<file path="src/rtl/bloom_cfg_ctrl.sv">
// rtl/bloom_cfg_ctrl.sv - shadow/active bloom signature sequencer with packet-boundary swap
// Optional feature macro: BLOOM_CFG_FORCE_EN (forced swap after TIMEOUT pending cycles, cfg_forced port)
module bloom_cfg_ctrl #(
   parameter int                 ARRAY_W     = 64,
   parameter int                 WORD_W      = 16,
   parameter int                 NUM_WORDS   = 4,
   parameter int                 CNT_W       = 32,
   parameter logic [ARRAY_W-1:0] RESET_ARRAY = '0,
`ifdef BLOOM_CFG_FORCE_EN
   parameter int                 TIMEOUT     = 4096,
`endif
   localparam int                ADDR_W      = (NUM_WORDS > 1) ? $clog2(NUM_WORDS) : 1
) (
   input  logic               clk,
   input  logic               reset,
   input  logic               in_wr,
   input  logic [7:0]         in_ctrl,
   input  logic               cfg_wr_en,
   input  logic [ADDR_W-1:0]  cfg_addr,
   input  logic [WORD_W-1:0]  cfg_wr_data,
   input  logic               cfg_commit,
   input  logic [CNT_W-1:0]   matches_count,
   output logic [ARRAY_W-1:0] bloom_array_reg,
   output logic               cfg_busy,
   output logic               cfg_ack,
   output logic               cfg_err,
   output logic [7:0]         array_version,
   output logic [CNT_W-1:0]   match_snapshot,
   output logic               in_pkt
`ifdef BLOOM_CFG_FORCE_EN
   ,
   output logic               cfg_forced
`endif
);

   localparam logic [1:0] ST_IDLE = 2'd0;
   localparam logic [1:0] ST_HDR  = 2'd1;
   localparam logic [1:0] ST_PAY  = 2'd2;

   logic [1:0]         state_q, state_d;
   logic [ARRAY_W-1:0] shadow_q, shadow_d;
   logic [ARRAY_W-1:0] active_q, active_d;
   logic               pending_q, pending_d;
   logic               ack_q, ack_d;
   logic               err_q, err_d;
   logic [7:0]         version_q, version_d;
   logic [CNT_W-1:0]   snap_q, snap_d;

   logic ctrl_nz;
   logic safe;
   logic swap;
   logic force_swap;

   assign ctrl_nz = (in_ctrl != 8'h00);
   // A start-of-packet word in IDLE is already part of the next packet.
   assign safe    = (state_q == ST_IDLE) && !(in_wr && ctrl_nz);

`ifdef BLOOM_CFG_FORCE_EN
   localparam int TO_W = (TIMEOUT > 2) ? $clog2(TIMEOUT) : 1;

   logic [TO_W-1:0] to_cnt_q, to_cnt_d;
   logic            forced_q, forced_d;

   assign force_swap = pending_q && (to_cnt_q == TO_W'(TIMEOUT - 1));
   assign cfg_forced = forced_q;

   // Pending-age counter and sticky flag recording that a swap was forced mid-packet.
   always_comb begin
      to_cnt_d = '0;
      if (pending_q && !swap) begin
         to_cnt_d = to_cnt_q + 1'b1;
      end
      forced_d = forced_q | (force_swap && !safe);
   end

   // Force-path registers.
   always_ff @(posedge clk) begin
      if (reset) begin
         to_cnt_q <= '0;
         forced_q <= 1'b0;
      end else begin
         to_cnt_q <= to_cnt_d;
         forced_q <= forced_d;
      end
   end
`else
   assign force_swap = 1'b0;
`endif

   // Packet framing tracker: advances only on valid datapath words.
   always_comb begin
      state_d = state_q;
      if (in_wr) begin
         case (state_q)
            ST_IDLE: if (ctrl_nz)  state_d = ST_HDR;
            ST_HDR:  if (!ctrl_nz) state_d = ST_PAY;
            ST_PAY:  if (ctrl_nz)  state_d = ST_IDLE;
            default: state_d = ST_IDLE;
         endcase
      end
   end

   // Shadow writes, commit/pending handling and the shadow->active swap.
   always_comb begin
      shadow_d = shadow_q;
      if (cfg_wr_en && !pending_q) begin
         for (int k = 0; k < NUM_WORDS; k++) begin
            if (cfg_addr == ADDR_W'(k)) begin
               shadow_d[k*WORD_W +: WORD_W] = cfg_wr_data;
            end
         end
      end

      // shadow_d carries any same-cycle write into the copied value.
      swap      = pending_q ? (safe || force_swap) : (cfg_commit && safe);
      active_d  = swap ? shadow_d : active_q;
      pending_d = swap ? 1'b0 : (pending_q || cfg_commit);
      ack_d     = swap;
      err_d     = pending_q && (cfg_wr_en || cfg_commit);
      version_d = swap ? version_q + 8'd1 : version_q;
      snap_d    = swap ? matches_count : snap_q;
   end

   // State registers; reset discards any pending commit.
   always_ff @(posedge clk) begin
      if (reset) begin
         state_q   <= ST_IDLE;
         shadow_q  <= RESET_ARRAY;
         active_q  <= RESET_ARRAY;
         pending_q <= 1'b0;
         ack_q     <= 1'b0;
         err_q     <= 1'b0;
         version_q <= 8'd0;
         snap_q    <= '0;
      end else begin
         state_q   <= state_d;
         shadow_q  <= shadow_d;
         active_q  <= active_d;
         pending_q <= pending_d;
         ack_q     <= ack_d;
         err_q     <= err_d;
         version_q <= version_d;
         snap_q    <= snap_d;
      end
   end

   assign bloom_array_reg = active_q;
   assign cfg_busy        = pending_q;
   assign cfg_ack         = ack_q;
   assign cfg_err         = err_q;
   assign array_version   = version_q;
   assign match_snapshot  = snap_q;
   assign in_pkt          = (state_q != ST_IDLE);

endmodule
</file>
<file path="config.mk">
export PLATFORM = sky130hd
export DESIGN_NAME = bloom_cfg_ctrl
export DESIGN_NICKNAME = d
export VERILOG_FILES = /design/src/rtl/bloom_cfg_ctrl.sv
export SDC_FILE = /design/constraint.sdc
export NUM_CORES = 1
export LEC_CHECK = 0
export CAP_MARGIN = 25
export CORE_MARGIN = 4
export CORE_UTILIZATION = 45
export DETAILED_ROUTE_END_ITERATION = 8
export PLACE_DENSITY_LB_ADDON = 0.2
export SYNTH_ARGS = -nofsm -noshare
export SYNTH_HDL_FRONTEND = slang
export SYNTH_SLANG_ARGS = --single-unit
export TNS_END_PERCENT = 20
</file>
<file path="constraint.sdc">
create_clock -name clk -period 4.1 [get_ports clk]
set_input_delay 0.82 -clock clk [delete_from_list [all_inputs] [get_ports clk]]
set_output_delay 0.82 -clock clk [all_outputs]
set_load 0.1 [all_outputs]
</file>
==> results.cfg, run 1 <==
[outcome]
status = complete, no violations

[cts]
clock_sinks = 173
cts_resized = 0
cts_tree = done
cts_buffer_depth = 2
cts_hold_buf = 0
numCtsBuffers = 17
htree_levels = 4
clk_pin_slew_ps = 60
post_cts_buffers = 0
clock_latency_ps = 420
clockRootBuffer = clkbuf_16

[place]
dp_hpwl_um = 11800
io_buffers = 170
gp_congestion = 0.817

[sta]
timing.setup.tns_ps = 0
final.min_clock_period_ps = 3090
tightest_slew_ps = 1050
finalMaxSlewViolations = 0
hold_viol_final = 0
holdWs_ps = 458
setup_viol = 0
grt_setup_unrepaired = false
relSlewSlack = 0.297
clock_skew_ps = 7.22
finalCritPeriodShare = 0.753
fmax_ghz = 0.324

[die]
ios = 171
rows = 44
start_util = 0.464
coreArea_mm2 = 0.0147
die_area_mm2 = 0.0172
die_w_um = 131
die-height_um = 131

[global_route]
track_usage = 0.201
grt_pass1_vias = 5225
grt_max_degree = 81
antenna_found_initial = 0
grt_overflow = 0
grt_pass1_wl_um = 26800

[worst_setup_path]
worstPathArrival_ps = 2270
required_ps = 3280
crit_chain = clkdlybuf4s50_1
critical-path-top-delay-family = buffers and inverters
crit_type = flop to primary output
worstSetupStartpointType = flop
worstSetupPathDepth = 1
cpMaxStageDelayCell = clkdlybuf4s50_1
worst_setup_path_end_kind = primary output
crit_fanout = 12
max_stage_delay_ps = 1230
r2r_cells = 4
crit_buf_inv = 1

[yosys]
ys_seq_area_frac = 0.508
synth_edf_count = 0
synth_top_area_share = 0.508
ys_ff_latch = 173
synth_flop_cell = dfxtp_1
syn_area_mm2 = 0.00682
yosys_warnings = 0
ys_types = 35
async_flop_share = 0
synth_nets = 773
yosys-top-cells-area = dfxtp_1 (51%), mux2_4 (8.4%), a21oi_1 (7.7%), nand2_1 (7.2%), nor2b_1 (6.1%)
yosys.area.top_type = dfxtp_1
synthCells = 709
syn_avg_cell_area_um2 = 9.61

[min_path]
hold_depth = 2
hold_class = flop to flop

[drt]
dr.first_iter.drc_count = 309
vias = 5373
drt-vias-per-instance = 5.14
wl_per_cell_um = 16.5
remaining_drc_errors = 0
first_pass_iters = 4
wirelength_um = 17200
postRouteAntennaNets = 0

[final_layout]
final_common_cell = dfxtp_1
final_cell_mix = dfxtp_1 (173), clkdlybuf4s50_1 (169), nand2_1 (130), a21oi_1 (105), nor2b_1 (66)
layout.nets = 912
antenna_cells = 0
drive_above_1_share = 0.170
area_delta_synth_final_pct = 34.6

[run]
max-cap-violations = 0

[pwr]
irDropWorstVdd_mv = 0.299
p_leak_uw = 0.00337
powerDensity_mw_per_mm2 = 422
==> cell usage after synthesis (5+ instances only) <==
master    number
a21oi_1      105
buf_1          5
buf_6          5
clkbuf_1      45
dfxtp_1      173
mux2_2        27
mux2_4        38
nand2_1      130
nor2_1         6
nor2b_1       66
o21ai_0       35
o31ai_1        6
or3b_2        33
or4_1          5
==> cells by family after synthesis <==
logic type / after synthesis / share of synthesized area
AND/OR/NAND/NOR: 263 / 0.211
flip-flops: 173 / 0.508
AO/OA/AOI/OAI: 148 / 0.112
multiplexers: 65 / 0.128
buffers and inverters: 59 / 0.0384
adder cells (fa/ha/maj): 1 / 0.00184
==> worst paths after layout <==
check	start	to	slack (ps)
min reg2reg	shadow_q[5]$_SDFF_PP0_	shadow_q[5]$_SDFF_PP0_	460
max reg2reg	cfg_busy$_SDFF_PP0_	bloom_array_reg[47]$_SDFFE_PP0P_	2100
min	shadow_q[5]$_SDFF_PP0_	shadow_q[5]$_SDFF_PP0_	460
max	cfg_busy$_SDFF_PP0_	cfg_busy	1010
==> cell type report <==
type,count,area [µm²]
inverters,2,7.51
repair buffers,177,1780
fillers,1216,5530
well taps,184,230
multi-input cells,477,3120
flip-flops and latches,173,3460
clock buffers,20,457
clock inverters,12,114
==> per-stage QoR <==
| stage | utilization | instance area [µm²] | setup WS [ps] | total power (µW) | instances |
|---|---|---|---|---|---|
| after floorplan | - | 6820 | 1560 | 2190 | 709 |
| after global routing | 0.624 | 9170 | 940 | 4010 | 1045 |
| after global placement | 0.583 | 8580 | 617 | 2350 | 1012 |
| after detailed placement | 0.585 | 8600 | 647 | 2370 | 1013 |
| after CTS | 0.624 | 9170 | 975 | 3900 | 1045 |
| final | 0.624 | 9170 | 1010 | 3870 | 1045 |
==> report_power, final <==
group	switching (µW)	leakage, µW	internal (µW)
clock network	664	0.000263	872
registers	24.2	0.00140	1730
logic	393	0.00170	183
==> layer usage <==
metal,vias to the layer above,wire (µm),GRT usage
met3,36,919,0.0583
met4,0,586,0.0938
li1,2668,-,-
met1,2534,7610,0.253
met2,135,8110,0.319
met5,-,0,0
Note: power is estimated with default switching activity, not from simulation.
==> run 2, diff against run 1 <==
Clock period 4.1 ns to 3 ns, I/O delays scaled along.
==> run 2 against run 1 <==
  * Sequential power rose by 37%
  * Clock skew is 0.66 ps higher
  * Via count rose by 0.41%
  * Final cell count grew 0.96%
  * Hold slack is essentially flat
  * Register-to-register slack lost 1100 ps
  * Critical endpoint is now bloom_array_reg[61]$_SDFFE_PP0P_
  * Highest routed layer unchanged
==> results.cfg, run 2 (same netlist as run 1, synthesis figures left out) <==
[worst_setup_path]
r2r-end = bloom_array_reg[0]$_SDFFE_PP0P_
required_ps = 3300
reg2reg_from = cfg_busy$_SDFF_PP0_
max_stage_delay_ps = 570
crit_chain = clkdlybuf4s50_1 -> or4_4 -> o21a_4 -> or2_4 -> buf_4 -> mux2_4
worstSetupStartpointType = input pin
crit_type = input pin to flop
worst_setup_path_end_kind = flop
cpMaxStageDelayCell = or4_4
r2r_slack_ps = 980
r2r_cells = 4
worstPathArrival_ps = 2660
crit_fanout = 20

[cts]
post_cts_buffers = 0
cts_hold_buf = 0
clockRootBuffer = clkbuf_16
cts_buffer_depth = 2
numCtsBuffers = 17
cts_tree = done
cts_resized = 0
htree_levels = 4
clock_sinks = 173
clock_latency_ps = 420
clk_pin_slew_ps = 60

[die]
coreArea_mm2 = 0.0147
die_area_mm2 = 0.0172
die-height_um = 131
rows = 44
start_util = 0.464
ios = 171
die_w_um = 131

[drt]
drt-vias-per-instance = 5.11
vias = 5395
dr.first_iter.drc_count = 351
remaining_drc_errors = 0
postRouteAntennaNets = 0
wl_per_cell_um = 16.3
first_pass_iters = 4
wirelength_um = 17200

[global_route]
grt_pass1_wl_um = 26800
grt_max_degree = 80
grt_overflow = 0
antenna_found_initial = 0
track_usage = 0.201
grt_pass1_vias = 5352

[final_layout]
layout.nets = 922
fin_area_mm2 = 0.00902
area_delta_synth_final_pct = 32.4
antenna_cells = 0
n_fill_cell = 1256
final_common_cell = dfxtp_1
drive_above_1_share = 0.302
final_cell_mix = dfxtp_1 (173), nand2_1 (130), buf_4 (122), a21oi_1 (105), nor2b_1 (66)

[pwr]
irDropWorstVdd_mv = 0.376
p_total_uw = 5370
powerDensity_mw_per_mm2 = 595
p_leak_uw = 0.00366

[sta]
holdWs_ps = 459
clock_skew_ps = 7.88
fmax_ghz = 0.424
hold_viol_final = 0
grt_setup_unrepaired = false
timing.setup.tns_ps = 0
relSlewSlack = 0.653
finalMaxSlewViolations = 0
setup_viol = 0
final.min_clock_period_ps = 2360
tightest_slew_ps = 520
finalCritPeriodShare = 0.786

[min_path]
min_to = shadow_q[6]$_SDFF_PP0_
hold_class = flop to flop
hold_depth = 2
min_from = shadow_q[6]$_SDFF_PP0_

[place]
place_area_mm2 = 0.00843
io_buffers = 170
dp_hpwl_um = 12000
gp_congestion = 0.808

[outcome]
status = complete, no violations

[run]
max-cap-violations = 0
[run 2: cell count changes in the layout (fill, tap and decap cells not counted), moves of 2 or more]
cell	delta
clkinvlp_4	-3
buf_12	+3
clkbuf_8	+2
clkdlybuf4s50_1	-108
buf_4	+116
[run 2: power by group]
part | internal, µW | switching, µW | total, µW
clock network | 1310 | 873 | 2190
registers | 2370 | 34.1 | 2400
logic | 247 | 538 | 785
[run 2: through the flow]
stage / worst slack, ps / util / std cells
after global routing: 584 / 0.614 / 1055
after CTS: 654 / 0.614 / 1055
after global placement: 251 / 0.573 / 1023
final: 643 / 0.614 / 1055
after detailed placement: 205 / 0.573 / 1023
after floorplan: 545 / - / 709
[run 2: per-layer routing]
layer	GRT usage	vias to the layer above	share of wire
li1	-	2691	-
met2	0.327	148	0.47
met4	0.0913	0	0.030
met1	0.251	2524	0.44
met5	0	-	0
met3	0.0515	32	0.059
[run 2: worst max-delay path by stage]
| stage | startpoint | end | slack [ps] | cells after the start |
|---|---|---|---|---|
| 2_1_floorplan | cfg_busy$_SDFF_PP0_ | array_version[1]$_SDFFE_PP0P_ | 550 | 6 |
| 3_3_place_gp | in_ctrl[5] | bloom_array_reg[46]$_SDFFE_PP0P_ | 250 | 6 |
| 3_5_place_dp | in_ctrl[5] | bloom_array_reg[49]$_SDFFE_PP0P_ | 210 | 6 |
| 4_1_cts | in_ctrl[5] | bloom_array_reg[61]$_SDFFE_PP0P_ | 650 | 6 |
| 5_1_grt | in_ctrl[5] | array_version[5]$_SDFFE_PP0P_ | 580 | 6 |
| 6_report | in_ctrl[5] | bloom_array_reg[61]$_SDFFE_PP0P_ | 640 | 6 |
[run 2: final cells by class]
class,instances,area (µm²),area share
Tap cell,184,230,0.0255
Clock buffer,23,488,0.0541
Multi-Input combinational cell,477,3120,0.346
Timing Repair Buffer,187,1610,0.178
Sequential cell,173,3460,0.384
Inverter,2,7.51,0.000832
Clock inverter,9,110,0.0122
[run 2: worst max-delay path, delay by kind of cell]
family | cells | cell delay (ps)
simple gates | 2 | 820
buf+inv | 2 | 660
mux | 1 | 330
compound gates | 1 | 250
==> patch (config.mk and constraints of run 2) <==
The parameter `NUM_WORDS` goes from 4 to 2.
--- a/src/rtl/bloom_cfg_ctrl.sv
+++ b/src/rtl/bloom_cfg_ctrl.sv
@@ -3,7 +3,7 @@
 module bloom_cfg_ctrl #(
    parameter int                 ARRAY_W     = 64,
    parameter int                 WORD_W      = 16,
-   parameter int                 NUM_WORDS   = 4,
+   parameter int                 NUM_WORDS   = 2,
    parameter int                 CNT_W       = 32,
    parameter logic [ARRAY_W-1:0] RESET_ARRAY = '0,
 `ifdef BLOOM_CFG_FORCE_EN
Ports: changed (resized cfg_addr); port bits go from 171 to 170. No check against the original RTL was run, so the function may have changed too.
==> patch against run 2 <==
Power down 38%; routed wire length down 37%; sequential cell count down 64; setup slack worse by 0.16 ns; area after synthesis down 33%; via count down 32%; die area down 32%; cell area down 34%; critical path type unchanged; largest cell class unchanged.
==> patch: results (changes against run 2) <==
\begin{tabular}{lr}
\hline
Metric & Value \\
\hline
\multicolumn{2}{l}{\textbf{Status}} \\
Run status & completed (unchanged) \\
\multicolumn{2}{l}{\textbf{Global routing}} \\
Antenna violations before repair & 0 (unchanged) \\
First-pass GRT wire length & 16,900 um (was 26,800 um) \\
GRT Total Usage & 0.179 (was 0.201) \\
Maximum number of pins on one net before global-route repair & 90 (was 80) \\
\multicolumn{2}{l}{\textbf{CTS}} \\
H-tree levels & 3 (was 4) \\
CTS Root Buffer Type & clkbuf\_8 (was clkbuf\_16) \\
Number of buffers created by CTS & 9 (was 17) \\
CTS clk-pin slew, worst paths & 0.10 ns (was 0.06 ns) \\
\multicolumn{2}{l}{\textbf{Power}} \\
Leakage & 2.39 nW (was 3.66 nW) \\
\multicolumn{2}{l}{\textbf{Finish}} \\
Nets@finish & 677 (was 922) \\
ANT cells & 0 (unchanged) \\
Filler Cell Count & 868 (was 1,256) \\
\multicolumn{2}{l}{\textbf{Placement}} \\
Placed cell count & 736 (was 1,023) \\
Area after detailed placement & 5700 sq um (was 8430 sq um) \\
Port Buf Inserts & 137 (was 170) \\
Estimated wirelength of the detail-placed design & 7600 um (was 12,000 um) \\
\multicolumn{2}{l}{\textbf{Worst hold path}} \\
Endpoint of the worst hold-timing path & shadow\_q[12] (was shadow\_q[6]) \\
Hold\_sp & shadow\_q[12] (was shadow\_q[6]) \\
\multicolumn{2}{l}{\textbf{Setup path}} \\
Data arrival time of the worst path & 2.81 ns (was 2.66 ns) \\
Critical Path End & match\_snapshot[23] (was bloom\_array\_reg[61]) \\
Setup slack of the worst register-to-register path & 1.23 ns (was 0.98 ns) \\
Largest fanout on the critical path & 26 (was 20) \\
\multicolumn{2}{l}{\textbf{Timing}} \\
Actual slew at the worst max-slew pin & 0.889 ns (was 0.520 ns) \\
Worst hold slack after final layout & 0.465 ns (was 0.459 ns) \\
Setup skew after layout & 0.0127 ns (was 0.00788 ns) \\
\multicolumn{2}{l}{\textbf{Detailed routing}} \\
Total wire length after detailed routing & 10,900 um (was 17,200 um) \\
Average wire per standard cell & 14.4 um (was 16.3 um) \\
Vias per inst & 4.90 (was 5.11) \\
\multicolumn{2}{l}{\textbf{Synth}} \\
Cell count after synthesis & 496 (was 709) \\
Number of distinct library cells after synthesis & 32 (was 35) \\
Top cells by count, synth & dfxtp\_1, a21oi\_1, nand2\_1, buf\_4, o21ai\_0 (was dfxtp\_1, nand2\_1, a21oi\_1, nor2b\_1, clkbuf\_1) \\
Portion of the post-synthesis area used by sequential elements & 0.481 (was 0.508) \\
\hline
\end{tabular}
-- patch: changes by cell type in the layout (fill, tap and decap cells not counted), moves of 6 or more --
cell,change
clkbuf_16,-17
nor2b_1,-32
buf_4,-39
or3b_1,+6
dfxtp_1,-64
conb_1,+32
clkbuf_8,+6
a21oi_1,-32
nand2_1,-63
mux2_4,-38
mux2_2,+6
-- patch: where the power goes --
part	leakage (nW)	switching [mW]	total, mW	internal [mW]
clock	0.115	0.538	0.972	0.434
combinational	1.39	0.624	0.828	0.204
sequential	0.887	0.0291	1.53	1.51
total	2.39	1.19	3.33	2.14
-- patch: cells by family (layout without fill, tap and decap cells) --
kind of cell,after synthesis,in the layout,synth area share
simple gates,164,164,0.209
mux,33,33,0.0820
other cells,1,32,0.000827
fa+ha+maj,1,1,0.00276
flops,109,109,0.481
compound gates,116,116,0.132
buf+inv,72,164,0.0919
-- patch: final cells by class --
class | count | share of cell area
clock buffer | 10 | 0.0232
clock inverter | 6 | 0.0154
inverter | 2 | 0.00127
multi-input combinational | 346 | 0.349
sequential | 109 | 0.368
tap | 133 | 0.0280
timing repair buffer | 146 | 0.215
-- patch: critical path: cells and delay by family --
kind                   cells  cell delay [ns]
AO/OA/AOI/OAI              2             0.52
buffers and inverters      2             0.65
AND/OR/NAND/NOR            2             1.02
-- patch: routing by layer --
metal,vias to the layer above,part of all wire,GRT usage
li1,1870,-,-
met1,1679,0.43,0.218
met2,123,0.47,0.303
met3,12,0.084,0.0627
met4,0,0.013,0.0460
met5,-,0,0
-- patch: through the flow --
step	power [mW]	setup slack (ns)
after global placement	2.38	0.146
final	3.33	0.479
after floorplan	2.23	0.656
after detailed placement	2.40	0.110
after global routing	3.46	0.396
after CTS	3.36	0.491
